===== src/rtl/ps2_pkg.sv =====
// Shared constants and types for the PS/2 keyboard decoder: scancode-set-2
// prefix bytes, non-key bytes and the prefix state machine encoding.
package ps2_pkg;

    localparam logic [7:0] PS2_E0         = 8'hE0;
    localparam logic [7:0] PS2_F0         = 8'hF0;
    localparam logic [7:0] PS2_E1         = 8'hE1;
    localparam logic [7:0] PS2_PAUSE_CODE = 8'h77;

    localparam logic [7:0] PS2_BAT  = 8'hAA;
    localparam logic [7:0] PS2_ACK  = 8'hFA;
    localparam logic [7:0] PS2_ECHO = 8'hEE;

    // Bytes that follow the E1 of the pause sequence before the event fires.
    localparam logic [2:0] PS2_PAUSE_SKIP = 3'd7;

    localparam logic [3:0] PS2_PARITY_BIT = 4'd9;
    localparam logic [3:0] PS2_STOP_BIT   = 4'd10;

    typedef enum logic [2:0] {
        ST_IDLE,
        ST_GOT_E0,
        ST_GOT_F0,
        ST_GOT_E0F0,
        ST_SKIP_E1
    } prefix_state_t;

    function automatic logic is_non_key(input logic [7:0] b);
        return (b == PS2_BAT) || (b == PS2_ACK) || (b == PS2_ECHO);
    endfunction

endpackage


===== src/rtl/ps2_rx_frame.sv =====
// PS/2 frame receiver: synchronises the PS/2 lines, detects falling clock
// edges and deserialises 11-bit frames with parity, stop and timeout checks.
module ps2_rx_frame
    import ps2_pkg::*;
#(
    parameter int TIMEOUT     = 4096,
    parameter int SYNC_STAGES = 2
) (
    input  logic       clk_sys,
    input  logic       reset,
    input  logic       ps2_clk,
    input  logic       ps2_data,
    output logic [7:0] rx_byte,
    output logic       rx_valid,
    output logic       frame_err
);

    localparam int TW = $clog2(TIMEOUT + 1);

    logic [SYNC_STAGES-1:0] r_clk_sync;
    logic [SYNC_STAGES-1:0] r_data_sync;
    logic                   r_clk_prev;
    logic [3:0]             r_bit_cnt;
    logic [7:0]             r_shift;
    logic                   r_par_acc;
    logic [TW-1:0]          r_tmo_cnt;
    logic [7:0]             r_rx_byte;
    logic                   r_rx_valid;
    logic                   r_frame_err;

    logic w_clk_s;
    logic w_data_s;
    logic w_fall;
    logic w_tmo;
    logic w_edge;

    assign w_clk_s  = r_clk_sync[SYNC_STAGES-1];
    assign w_data_s = r_data_sync[SYNC_STAGES-1];
    assign w_fall   = r_clk_prev & ~w_clk_s;
    assign w_tmo    = (r_bit_cnt != 4'd0) && (r_tmo_cnt == TW'(TIMEOUT));
    // The timeout terminal count takes priority over a coincident edge.
    assign w_edge   = w_fall & ~w_tmo;

    // NOTE: synchroniser flops reset to 1 (line idle) so release of reset
    // cannot fabricate a falling edge.
    always_ff @(posedge clk_sys) begin
        if (reset) begin
            r_clk_sync  <= '1;
            r_data_sync <= '1;
            r_clk_prev  <= 1'b1;
        end else begin
            r_clk_sync  <= {r_clk_sync[SYNC_STAGES-2:0], ps2_clk};
            r_data_sync <= {r_data_sync[SYNC_STAGES-2:0], ps2_data};
            r_clk_prev  <= w_clk_s;
        end
    end

    always_ff @(posedge clk_sys) begin
        if (reset) begin
            r_bit_cnt   <= 4'd0;
            r_shift     <= 8'd0;
            r_par_acc   <= 1'b0;
            r_rx_byte   <= 8'd0;
            r_rx_valid  <= 1'b0;
            r_frame_err <= 1'b0;
        end else begin
            r_rx_valid  <= 1'b0;
            r_frame_err <= 1'b0;
            if (w_tmo) begin
                r_bit_cnt   <= 4'd0;
                r_frame_err <= 1'b1;
            end else if (w_edge) begin
                if (r_bit_cnt == 4'd0) begin
                    // A high start bit is noise: stay waiting for a real start.
                    if (!w_data_s) begin
                        r_bit_cnt <= 4'd1;
                        r_par_acc <= 1'b0;
                    end
                end else if (r_bit_cnt < PS2_PARITY_BIT) begin
                    r_shift   <= {w_data_s, r_shift[7:1]};
                    r_par_acc <= r_par_acc ^ w_data_s;
                    r_bit_cnt <= r_bit_cnt + 4'd1;
                end else if (r_bit_cnt == PS2_PARITY_BIT) begin
                    r_par_acc <= r_par_acc ^ w_data_s;
                    r_bit_cnt <= PS2_STOP_BIT;
                end else begin
                    r_bit_cnt <= 4'd0;
                    if (r_par_acc && w_data_s) begin
                        r_rx_byte  <= r_shift;
                        r_rx_valid <= 1'b1;
                    end else begin
                        r_frame_err <= 1'b1;
                    end
                end
            end
        end
    end

    // Saturating inter-edge counter, only live while a frame is in progress.
    always_ff @(posedge clk_sys) begin
        if (reset) begin
            r_tmo_cnt <= '0;
        end else if (w_edge) begin
            r_tmo_cnt <= '0;
        end else if ((r_bit_cnt != 4'd0) && (r_tmo_cnt != TW'(TIMEOUT))) begin
            r_tmo_cnt <= r_tmo_cnt + TW'(1);
        end
    end

    assign rx_byte   = r_rx_byte;
    assign rx_valid  = r_rx_valid;
    assign frame_err = r_frame_err;

endmodule


===== src/rtl/ps2_kbd_decoder.sv =====
// PS/2 keyboard decoder: frame receiver plus scancode-set-2 prefix state
// machine producing one-cycle key events with make/break and extended flags.
module ps2_kbd_decoder
    import ps2_pkg::*;
#(
    parameter int TIMEOUT     = 4096,
    parameter int SYNC_STAGES = 2
) (
    input  logic       clk_sys,
    input  logic       reset,
    input  logic       ps2_clk,
    input  logic       ps2_data,
    output logic [7:0] rx_byte,
    output logic       rx_valid,
    output logic       frame_err,
    output logic       key_strobe,
    output logic [7:0] key_code,
    output logic       key_pressed,
    output logic       key_extended
);

    logic [7:0] w_rx_byte;
    logic       w_rx_valid;
    logic       w_frame_err;

    ps2_rx_frame #(
        .TIMEOUT     (TIMEOUT),
        .SYNC_STAGES (SYNC_STAGES)
    ) u_rx_frame (
        .clk_sys   (clk_sys),
        .reset     (reset),
        .ps2_clk   (ps2_clk),
        .ps2_data  (ps2_data),
        .rx_byte   (w_rx_byte),
        .rx_valid  (w_rx_valid),
        .frame_err (w_frame_err)
    );

    prefix_state_t r_state;
    prefix_state_t w_state_nxt;
    logic [2:0]    r_skip;
    logic [2:0]    w_skip_nxt;
    logic          r_key_strobe;
    logic [7:0]    r_key_code;
    logic          r_key_pressed;
    logic          r_key_extended;

    logic          w_emit;
    logic [7:0]    w_code;
    logic          w_pressed;
    logic          w_ext;

    always_ff @(posedge clk_sys) begin
        if (reset) begin
            r_state        <= ST_IDLE;
            r_skip         <= 3'd0;
            r_key_strobe   <= 1'b0;
            r_key_code     <= 8'd0;
            r_key_pressed  <= 1'b0;
            r_key_extended <= 1'b0;
        end else begin
            r_state      <= w_state_nxt;
            r_skip       <= w_skip_nxt;
            r_key_strobe <= w_emit;
            if (w_emit) begin
                r_key_code     <= w_code;
                r_key_pressed  <= w_pressed;
                r_key_extended <= w_ext;
            end
        end
    end

    // NOTE: every output of this block gets a default first so no path
    // through the case statement can infer a latch.
    always_comb begin
        w_state_nxt = r_state;
        w_skip_nxt  = r_skip;
        w_emit      = 1'b0;
        w_code      = w_rx_byte;
        w_pressed   = 1'b1;
        w_ext       = 1'b0;

        if (w_frame_err) begin
            w_state_nxt = ST_IDLE;
            w_skip_nxt  = 3'd0;
        end else if (w_rx_valid) begin
            unique case (r_state)
                ST_IDLE: begin
                    if (w_rx_byte == PS2_E0) begin
                        w_state_nxt = ST_GOT_E0;
                    end else if (w_rx_byte == PS2_F0) begin
                        w_state_nxt = ST_GOT_F0;
                    end else if (w_rx_byte == PS2_E1) begin
                        w_state_nxt = ST_SKIP_E1;
                        w_skip_nxt  = PS2_PAUSE_SKIP;
                    end else if (!is_non_key(w_rx_byte)) begin
                        w_emit = 1'b1;
                    end
                end
                ST_GOT_E0: begin
                    if (w_rx_byte == PS2_F0) begin
                        w_state_nxt = ST_GOT_E0F0;
                    end else if (w_rx_byte != PS2_E0) begin
                        w_emit      = 1'b1;
                        w_ext       = 1'b1;
                        w_state_nxt = ST_IDLE;
                    end
                end
                ST_GOT_F0: begin
                    w_emit      = 1'b1;
                    w_pressed   = 1'b0;
                    w_state_nxt = ST_IDLE;
                end
                ST_GOT_E0F0: begin
                    w_emit      = 1'b1;
                    w_pressed   = 1'b0;
                    w_ext       = 1'b1;
                    w_state_nxt = ST_IDLE;
                end
                ST_SKIP_E1: begin
                    w_skip_nxt = r_skip - 3'd1;
                    // Pause reports as a single extended make; its break half is swallowed.
                    if (r_skip == 3'd1) begin
                        w_emit      = 1'b1;
                        w_code      = PS2_PAUSE_CODE;
                        w_ext       = 1'b1;
                        w_state_nxt = ST_IDLE;
                    end
                end
                default: begin
                    w_state_nxt = ST_IDLE;
                    w_skip_nxt  = 3'd0;
                end
            endcase
        end
    end

    assign rx_byte      = w_rx_byte;
    assign rx_valid     = w_rx_valid;
    assign frame_err    = w_frame_err;
    assign key_strobe   = r_key_strobe;
    assign key_code     = r_key_code;
    assign key_pressed  = r_key_pressed;
    assign key_extended = r_key_extended;

endmodule

===== config.mk =====
export PLATFORM = sky130hd
export DESIGN_NAME = ps2_kbd_decoder
export DESIGN_NICKNAME = d
export VERILOG_FILES = /design/src/rtl/ps2_pkg.sv /design/src/rtl/ps2_rx_frame.sv /design/src/rtl/ps2_kbd_decoder.sv
export SDC_FILE = /design/constraint.sdc
export NUM_CORES = 1
export LEC_CHECK = 0
export ABC_AREA = 1
export CAP_MARGIN = 20
export CORE_MARGIN = 4
export CORE_UTILIZATION = 55
export CTS_CLUSTER_DIAMETER = 60
export DETAILED_ROUTE_END_ITERATION = 6
export GPL_TIMING_DRIVEN = 0
export PLACE_DENSITY = 0.76
export RECOVER_POWER = 50
export SETUP_SLACK_MARGIN = 0.4
export SLEW_MARGIN = 20
export SYNTH_ARGS = -nofsm -noshare
export SYNTH_HDL_FRONTEND = slang
export SYNTH_SLANG_ARGS = --single-unit

===== constraint.sdc =====
create_clock -name clk_sys -period 1.9 [get_ports clk_sys]
set_input_delay 0.38 -clock clk_sys [delete_from_list [all_inputs] [get_ports clk_sys]]
set_output_delay 0.38 -clock clk_sys [all_outputs]
set_load 0.02 [all_outputs]

==> out/metrics.yaml, run 1 <==
cp_data_required_time_ns: 2.14
drive_gt1_share_pct: 33.58
start_util_pct: 56.53
ys_warn_count: 0
ios: 25
finalPower_uw: 2408
fp.dieH_um: 83.23
ctsHoldBuffers: 0
rsz0062_at_grt: "true"
dieArea_sq_mm: 0.006927
final_cell_mix: "nand2_1, nor2_1, dfxtp_1"
crit_type: "reg2reg"
worstHoldPathCells: 1
via_per_inst: 5.026
slew_viol_final: 0
power_density_mw_per_mm2: 561.9
worst_pin_slew_ns: 0.5369
netlist_instances: 453
vias: 3056
placed_cells: 549
use_met3_pct: 5.258
area_growth_pct: 37.70
first_pass_iters: 4
drc_errors: 0
antenna_found_initial: 0
r2r_slack_ns: 0.23
grt_util_met2_pct: 37.97
worst_r2r_endpoint: "key_code[5]"
routedWlPerCell_um: 12.70
grt_max_degree: 11
max-slew-margin-rel_pct: 64.17
nNetsFinal: 543
numCtsBuffers: 9
ys_ff_latch: 58
end_kind: "flop"
seq_area_frac_synth_pct: 37.30
syn_area_sq_mm: 0.003113
die_x_um: 83.23
htree_num_levels: 3
cts_buffer_depth: 2
finalSetupViolCount: 0
finalCritPeriodShare_pct: 88.03
whs_endpoint: "u_rx_frame.r_clk_sync[1]"
hpwl_um: 4500
hp-class: "reg2reg"
coreArea_sq_mm: 0.005507
max_cap_violations: 0
first_global_vias: 2928
ys_top_cells_by_area: "dfxtp_1, nand2_1, nor2_1"
clkTransAtPathRegs_ns: 0.07
fin_worst_skew_ns: 0.007419
gp_congestion: 0.9143
clk_latency_ns: 0.34
port_buffers: 24
drt-initial-drc-count: 139
finalNonFillerCells: 608
ys_types: 36
rows: 27
cts.sinks: 58
grt_pass1_wl_um: 12560
antenna_cells: 0
cts_tree: "yes"
avgSynthCellArea_sq_um: 6.872
hp-start: "u_rx_frame.r_clk_sync[0]"
synth_top_cell_area_share_pct: 37.30
ff2ff_path_depth: 10
grtUsageTotal_pct: 21.92
fin_crit_ns: 1.673
ir_worst_vdd_v: 0.0006532
worstPathMaxFanout: 5
hold_viol: 0
status: "finished, final reports clean"
fmax_mhz: 597.9
routed_wl_um: 7719
reg2reg_from: "u_rx_frame.rx_byte[6]"
gr-max-usage-layer: "met2"
cp-start-kind: "flop"
syn-num-nets: 465
cts_root_buf: "clkbuf_8"
use_met1_pct: 24.86
yosys.area.top_type: "dfxtp_1"
p_leak_uw: 0.001967
crit_arrival_ns: 1.91
drtAntennaViolNets: 0
final_common_cell: "nand2_1"
grt-ovfl-total: 0
## registers in the layout (all words and copies together) (netlist names), 2 cells and up
register,cells
r_state,3
u_rx_frame.rx_byte,8
u_rx_frame.r_data_sync,2
u_rx_frame.r_tmo_cnt,13
u_rx_frame.r_shift,8
key_code,8
u_rx_frame.r_clk_sync,2
r_skip,3
u_rx_frame.r_bit_cnt,4
## where the power goes
part	total (uW)	leakage (uW)	internal (uW)	switching, uW
combinational	91.3	0.00139	35.8	55.5
clock	1100	0.0000958	596	504
sequential	1220	0.000477	1210	3.18
total	2410	0.00197	1850	562
## Yosys cell counts, drive strengths merged
cell    number
a21oi       25
clkbuf       2
nor2        86
inv         61
nor3        13
o211ai       2
nand4        3
o41ai        1
nand2      124
dfxtp       58
nand3       28
o21ai       13
ha           8
o22ai        1
buf          9
xor2         7
nand3b       1
xnor2        2
or2          6
a21boi       1
nor3b        1
o21a         1
## metrics by stage
stage | setup TNS, ns | setup slack [ns] | cell area [sq um] | hold WS, ns | util, %
CTS | 0 | 0.3379 | 4051 | 0.4134 | 73.57
global placement | -4.014 | -0.2281 | 3460 | 0.3923 | 62.83
floorplan | 0 | 0.3994 | 3129 | 0.3895 | -
finish | 0 | 0.2274 | 4287 | 0.4115 | 77.85
global route | 0 | 0.08866 | 4287 | 0.4264 | 77.85
detailed placement | -4.389 | -0.2534 | 3460 | 0.3983 | 62.83
## how the worst max path moves through the flow
| stage | end | startpoint |
|---|---|---|
| detailed placement | key_code[0] | reset |
| finish | key_code[5] | u_rx_frame.rx_byte[6] |
| floorplan | u_rx_frame.rx_byte[4] | u_rx_frame.r_bit_cnt[1] |
| CTS | u_rx_frame.rx_byte[4] | u_rx_frame.r_tmo_cnt[0] |
| global placement | key_code[0] | reset |
| global route | key_code[0] | u_rx_frame.rx_byte[6] |
## cell type report
cell class | count | area [sq um]
clock buffer | 10 | 127.6
tap | 72 | 90.09
fill | 375 | 1220
multi-input combinational | 323 | 1891
sequential | 58 | 1192
timing repair buffer | 67 | 573.1
clock inverter | 6 | 57.56
buffer | 11 | 108.9
inverter | 61 | 246.5
## per-layer routing
layer	vias up	part of all wire (%)	wire (um)
met5	-	0	0
met2	94	50	3837
met4	0	2.8	216
met3	22	4.9	381
met1	1367	43	3282
li1	1573	-	-
## critical path: stages (launching register included)
cell,delay [ns]
dfxtp_4,0.38
nand2_2,0.09
nor2_1,0.29
nand2_2,0.12
nand2_1,0.14
nor2_4,0.06
nand2_2,0.08
nand2_4,0.09
buf_6,0.15
a21oi_1,0.11
nor2_1,0.06
## cells by family after synthesis
group | share of synthesized area (%)
buffers and inverters | 10.05
and+or+nand+nor | 38.99
AOI/OAI and AO/OA | 7.918
adders and majority gates | 3.216
DFF | 37.30
xor gates and xnor gates | 2.532
## what timing repair did
item                                    CTS  global route
endpoints found under the setup margin   64            48
setup buffers                            20            17
pin swaps                                18            25
gates cloned                              6             0
gates resized for setup                  99            51
(Power assumes the default switching activity.)
==> run 2, diff against run 1 <==
- CORE_MARGIN: 4 -> unset
==> run 2 against run 1 <==
Against the previous run: sequential power hardly changed; worst hold slack better by 0.0047 ns; cell count decreased by 0.99%; clock skew grew 0.0036 ns; final area is 3.8% higher; via count grew 7.3%; global-route usage increased by 4.6 points; non-clock buffer count fell by 6; combinational power is 5.8% higher; register-to-register slack worse by 0.08 ns.
==> out/metrics.yaml, run 2 (synthesized netlist as in run 1, its figures left out) <==
finalNonFillerCells: 602  # was 608
crit_arrival_ns: 2.03  # was 1.91 ns
use_met3_pct: 5.714  # was 5.258%
fin_crit_ns: 1.757  # was 1.673 ns
finalCritPeriodShare_pct: 92.45  # was 88.03%
ff2ff_path_depth: 11  # was 10
ir_worst_vdd_v: 0.0005186  # was 0.0006532 V
hpwl_um: 4497  # was 4500 um
cts_buffer_depth: 2  # unchanged
crit_type: "reg2reg"  # unchanged
whs_endpoint: "u_rx_frame.r_data_sync[1]"  # was u_rx_frame.r_clk_sync[1]
max_cap_violations: 0  # unchanged
r2r_slack_ns: 0.14  # was 0.23 ns
worst-path-buf-inv: 3  # was 1
grt_max_degree: 11  # unchanged
status: "finished, final reports clean"  # unchanged
area_growth_pct: 42.89  # was 37.70%
antenna_cells: 0  # unchanged
cts_tree: "yes"  # unchanged
via_per_inst: 5.445  # was 5.026
slew_viol_final: 0  # unchanged
grt_pass1_wl_um: 12480  # was 12560 um
antenna_found_initial: 0  # unchanged
critPathSlowestCell: "dfxtp_1"  # was dfxtp_4
reg2reg_from: "u_rx_frame.r_tmo_cnt[10]"  # was u_rx_frame.rx_byte[6]
clk_latency_ns: 0.35  # was 0.34 ns
final_cell_mix: "nand2_1, nor2_1, dfxtp_1"  # unchanged
use_met1_pct: 29.72  # was 24.86%
fmax_mhz: 569.3  # was 597.9 MHz
cp_slowest_stage_delay_ns: 0.37  # was 0.38 ns
routedWlPerCell_um: 15.19  # was 12.70 um
clkTransAtPathRegs_ns: 0.07  # about the same
cts_root_buf: "clkbuf_8"  # unchanged
coreArea_sq_mm: 0.005473  # was 0.005507 sq mm
vias: 3278  # was 3056
drt-initial-drc-count: 250  # was 139
first_pass_iters: 5  # was 4
first_global_vias: 2895  # was 2928
gr-max-usage-layer: "met2"  # unchanged
hold_viol: 0  # unchanged
dpl_cell_area_sq_mm: 0.003460  # unchanged
drive_gt1_share_pct: 39.43  # was 33.58%
nNetsFinal: 537  # was 543
max-slew-margin-rel_pct: 65.38  # was 64.17%
drc_errors: 0  # unchanged
finalSetupViolCount: 0  # unchanged
routed_wl_um: 9145  # was 7719 um
dp_slack_ns: -0.2640  # was -0.2534 ns
fp.dieH_um: 77.23  # was 83.23 um
worst_r2r_endpoint: "u_rx_frame.r_shift[1]"  # was key_code[5]
layout_setup_ws_ns: 0.1435  # was 0.2274 ns
start_util_pct: 56.88  # was 56.53%
rsz0062_at_grt: "true"  # unchanged
crit_chain: "nor2_2, nand3_4, nor2_1, nand2_2, nand2_2, inv_2, buf_6, nand3_4, buf_6, nor2_1, nor2_1"  # was nand2_2, nor2_1, nand2_2, nand2_1, nor2_4, nand2_2, nand2_4, buf_6, a21oi_1, nor2_1
largest_reg_flops: 13  # unchanged
worst_pin_slew_ns: 0.5188  # was 0.5369 ns
grtUsageTotal_pct: 26.48  # was 21.92%
numCtsBuffers: 9  # unchanged
gp_congestion: 0.9165  # was 0.9143
cpMostUsedCell: "nor2_1"  # was nand2_2
drtAntennaViolNets: 0  # unchanged
power_density_mw_per_mm2: 587.0  # was 561.9 mW/mm^2
dieArea_sq_mm: 0.005964  # was 0.006927 sq mm
hp-class: "reg2reg"  # unchanged
end_kind: "flop"  # unchanged
ios: 25  # unchanged
grt_util_met2_pct: 47.08  # was 37.97%
placed_cells: 549  # unchanged
htree_num_levels: 3  # unchanged
die_x_um: 77.23  # was 83.23 um
grt-ovfl-total: 0  # unchanged
fin_worst_skew_ns: 0.01105  # was 0.007419 ns
fin_area_sq_mm: 0.004448  # was 0.004287 sq mm
worstHoldPathCells: 1  # unchanged
port_buffers: 24  # unchanged
worstPathMaxFanout: 6  # was 5
hp-start: "u_rx_frame.r_data_sync[0]"  # was u_rx_frame.r_clk_sync[0]
rows: 27  # unchanged
cp-start-kind: "flop"  # unchanged
cts.sinks: 58  # unchanged
path_delay_family: "simple AND/OR/NAND/NOR gates"  # unchanged
final_common_cell: "nand2_1"  # unchanged
largest-register: "u_rx_frame.r_tmo_cnt"  # unchanged
p_leak_uw: 0.002048  # was 0.001967 uW
cp_data_required_time_ns: 2.18  # was 2.14 ns
-- run 2: changes by cell type in the layout (fill, tap and decap cells not counted), moves of 6 or more --
cell / before / now
buf_4: 36 / 26
nand2_1: 101 / 82
nand2_2: 16 / 25
nand2_4: 4 / 17
nand3_1: 23 / 17
nand3_2: 2 / 8
-- run 2: worst max-delay path by stage --
stage	from	end	slack (ns)	cells after the start
after floorplan	u_rx_frame.r_bit_cnt[1]	u_rx_frame.rx_byte[4]	0.40	13
after global placement	reset	u_rx_frame.r_shift[7]	-0.23	6
after detailed placement	reset	u_rx_frame.r_shift[7]	-0.26	6
after CTS	u_rx_frame.r_tmo_cnt[1]	u_rx_frame.r_shift[7]	0.35	13
after global routing	u_rx_frame.r_tmo_cnt[10]	u_rx_frame.r_shift[1]	0.09	11
final	u_rx_frame.r_tmo_cnt[10]	u_rx_frame.r_shift[1]	0.14	11
-- run 2: what timing repair did --
item,CTS,global route
gates resized for setup,80,114
endpoints found under the setup margin,64,50
hold buffers,0,0
pin swaps,16,40
buffers inserted,19,13
endpoints found under the hold margin,0,0
gates cloned,4,1
-- run 2: layout make-up --
class,instances,area [sq um]
multi-input cells,323,2054
clock buffers,11,141.4
flip-flops and latches,58,1186
well taps,72,90.09
plain buffers,11,101.3
clock inverters,5,77.57
inverters,61,239.0
fillers,348,1025
repair buffers,61,558.0
-- run 2: through the flow --
stage          total power [uW]  util [%]  TNS [ns]  hold slack, ns
6_report                   2611     81.28         0          0.4163
5_1_grt                    2668     81.28         0          0.4312
4_1_cts                    2586     73.69         0          0.4190
3_5_place_dp               1320     63.21    -4.509          0.4042
3_3_place_gp               1319     63.21    -4.111          0.3939
2_1_floorplan              1297         -         0          0.3895
-- run 2: routing by layer --
layer | share of wire [%] | wire, um
met1 | 39 | 3591
met2 | 49 | 4513
met3 | 6.9 | 627
met4 | 4.5 | 413
met5 | 0 | 0
-- run 2: power breakdown --
group	internal (uW)	switching (uW)	total (uW)
combinational	35.0	61.6	96.6
clock	770	523	1290
sequential	1220	4.20	1220
==> RTL change: new RTL, flow settings as in run 2 <==
`SYNC_STAGES` is set to 2 in 2 places; all go to 4.
--- a/src/rtl/ps2_rx_frame.sv
+++ b/src/rtl/ps2_rx_frame.sv
@@ -6,3 +6,3 @@
     parameter int TIMEOUT     = 4096,
-    parameter int SYNC_STAGES = 2
+    parameter int SYNC_STAGES = 4
 ) (
--- a/src/rtl/ps2_kbd_decoder.sv
+++ b/src/rtl/ps2_kbd_decoder.sv
@@ -6,3 +6,3 @@
     parameter int TIMEOUT     = 4096,
-    parameter int SYNC_STAGES = 2
+    parameter int SYNC_STAGES = 4
 ) (
Function: no difference found for any inputs over 10 cycles, from zero or initial values and one cycle with reset high; that may be too few to reach the edited logic, so the function may still have changed.
==> RTL change against run 2 <==
Cell area shrank 1.3%; worst setup slack improved by 0.12 ns; non-clock buffer count down 5; count of clock-buffer cells in the layout shrank 2; first-iteration DRC count down 13%; area after synthesis grew 3.3%; wire length is 4.6% lower; power increased by 8.5%; die area is 3.2% higher; sequential share of layout area rose by 2.1 points; sequential cell count is 4 higher; critical endpoint is now r_state[2]$_SDFFE_PP0P_; highest routed layer unchanged.
==> RTL change: results (changes against run 2) <==
| Metric | Value |
|---|---|
| Count of cell types in the netlist | `32 (was 36)` |
| First-pass GRT wire length | `13400 um (was 12500 um)` |
| Synth Area in XOR/XNOR | `2.72% (was 2.53%)` |
| Placed Area | `3560 um2 (was 3460 um2)` |
| Switching share of power | `22.3% (was 22.6%)` |
| Post-Route WL | `8720 um (was 9150 um)` |
| Area share of the largest cell type after synthesis | `38.6% (was 37.3%)` |
| Largest cells by area after synthesis | `dfxtp_1 39%, nand2_1 11%, nor2_1 8.3% (was dfxtp_1 37%, nand2_1 14%, nor2_1 9.3%)` |
| Met2 Wirelength | `4330 um (was 4510 um)` |
| P_leak | `1.93 nW (was 2.05 nW)` |
| Largest net degree at the start of global routing | `13 (was 11)` |
| CP peak stage delay | `0.41 ns (was 0.37 ns)` |
| Adder-Cell Fraction of Synth Area | `3.11% (was 3.22%)` |
| Pre-CTS WS | `-0.257 ns (was -0.264 ns)` |
| Outcome | `finished clean (unchanged)` |
| WL met1 | `3610 um (was 3590 um)` |
| Critical path data arrival time | `1.90 ns (was 2.03 ns)` |
| R2R cell count | `9 (was 11)` |
| Synth cell count leaders | `96 x nand2_1, 71 x nor2_1, 62 x dfxtp_1 (was 112 x nand2_1, 77 x nor2_1, 58 x dfxtp_1)` |
| Complex-gate fraction of the synthesized area | `8.99% (was 7.92%)` |
| Seq power | `1.30 mW (was 1.22 mW)` |
| Detailed placer's ending HPWL | `4670 um (was 4500 um)` |
| Post-synthesis net count | `467 (was 465)` |
| Maximum net fanout on the critical path | `5 (was 6)` |
| Mapped Avg Cell Area | `7.07 um2 (was 6.87 um2)` |
| Drt first-iter violations | `217 (was 250)` |
| Vias in the first global route | `3001 (was 2895)` |
| Fraction of layout cells with a size suffix above 1 | `34.3% (was 39.4%)` |
| NumNets Final | `535 (was 537)` |
| Gr usage total | `28.1% (was 26.5%)` |
| Clk pwr share | `51.9% (was 49.5%)` |
| Tightest Pin Transition | `0.476 ns (was 0.519 ns)` |
| Sequential area share after synthesis | `38.6% (was 37.3%)` |
RTL change: cell types whose count changed after synthesis, moves of 3 or more:
cell     delta
dfxtp_1     +4
nor2_1      -6
nand2_1    -16
nor3_2      -3
nand3_2     +5
nor2_2      +4
or2_2       +3
o21ai_0    +10
RTL change: timing repair:
item	4_1_cts	5_1_grt
setup endpoints to repair	65	54
setup buffers	21	10
pin swaps	26	26
resized for setup	93	75
gates cloned	2	0
RTL change: final timing paths:
kind / start / endpoint / slack (ns)
max: u_rx_frame.rx_byte[7]$_SDFFE_PP0P_ / r_state[2]$_SDFFE_PP0P_ / 0.26
min: u_rx_frame.r_clk_sync[1]$_SDFF_PP1_ / u_rx_frame.r_clk_sync[2]$_SDFF_PP1_ / 0.41
max reg2reg: u_rx_frame.rx_byte[7]$_SDFFE_PP0P_ / r_state[2]$_SDFFE_PP0P_ / 0.26
min reg2reg: u_rx_frame.r_clk_sync[1]$_SDFF_PP1_ / u_rx_frame.r_clk_sync[2]$_SDFF_PP1_ / 0.41
RTL change: layer usage:
metal  up-vias  GRT usage [%]
met5         -              0
met4         0           16.1
met3        36           5.70
met2       119           49.5
met1      1497           31.3
li1       1562              -
RTL change: worst reg2reg max path, stage by stage, from the launching register on:
cell	delay, ns
dfxtp_1	0.41
nand2_1	0.17
nor2_4	0.24
nand2_2	0.10
nand2_2	0.09
nor2_4	0.05
buf_6	0.11
nor2_4	0.14
nor2_1	0.07
nor3b_1	0.19
RTL change: layout make-up:
class | count | area (um2)
flip-flops and latches | 62 | 1260
clock inverters | 7 | 121
plain buffers | 10 | 101
inverters | 64 | 258
clock buffers | 9 | 124
fillers | 364 | 1180
well taps | 72 | 90.1
multi-input cells | 319 | 1930
repair buffers | 57 | 498
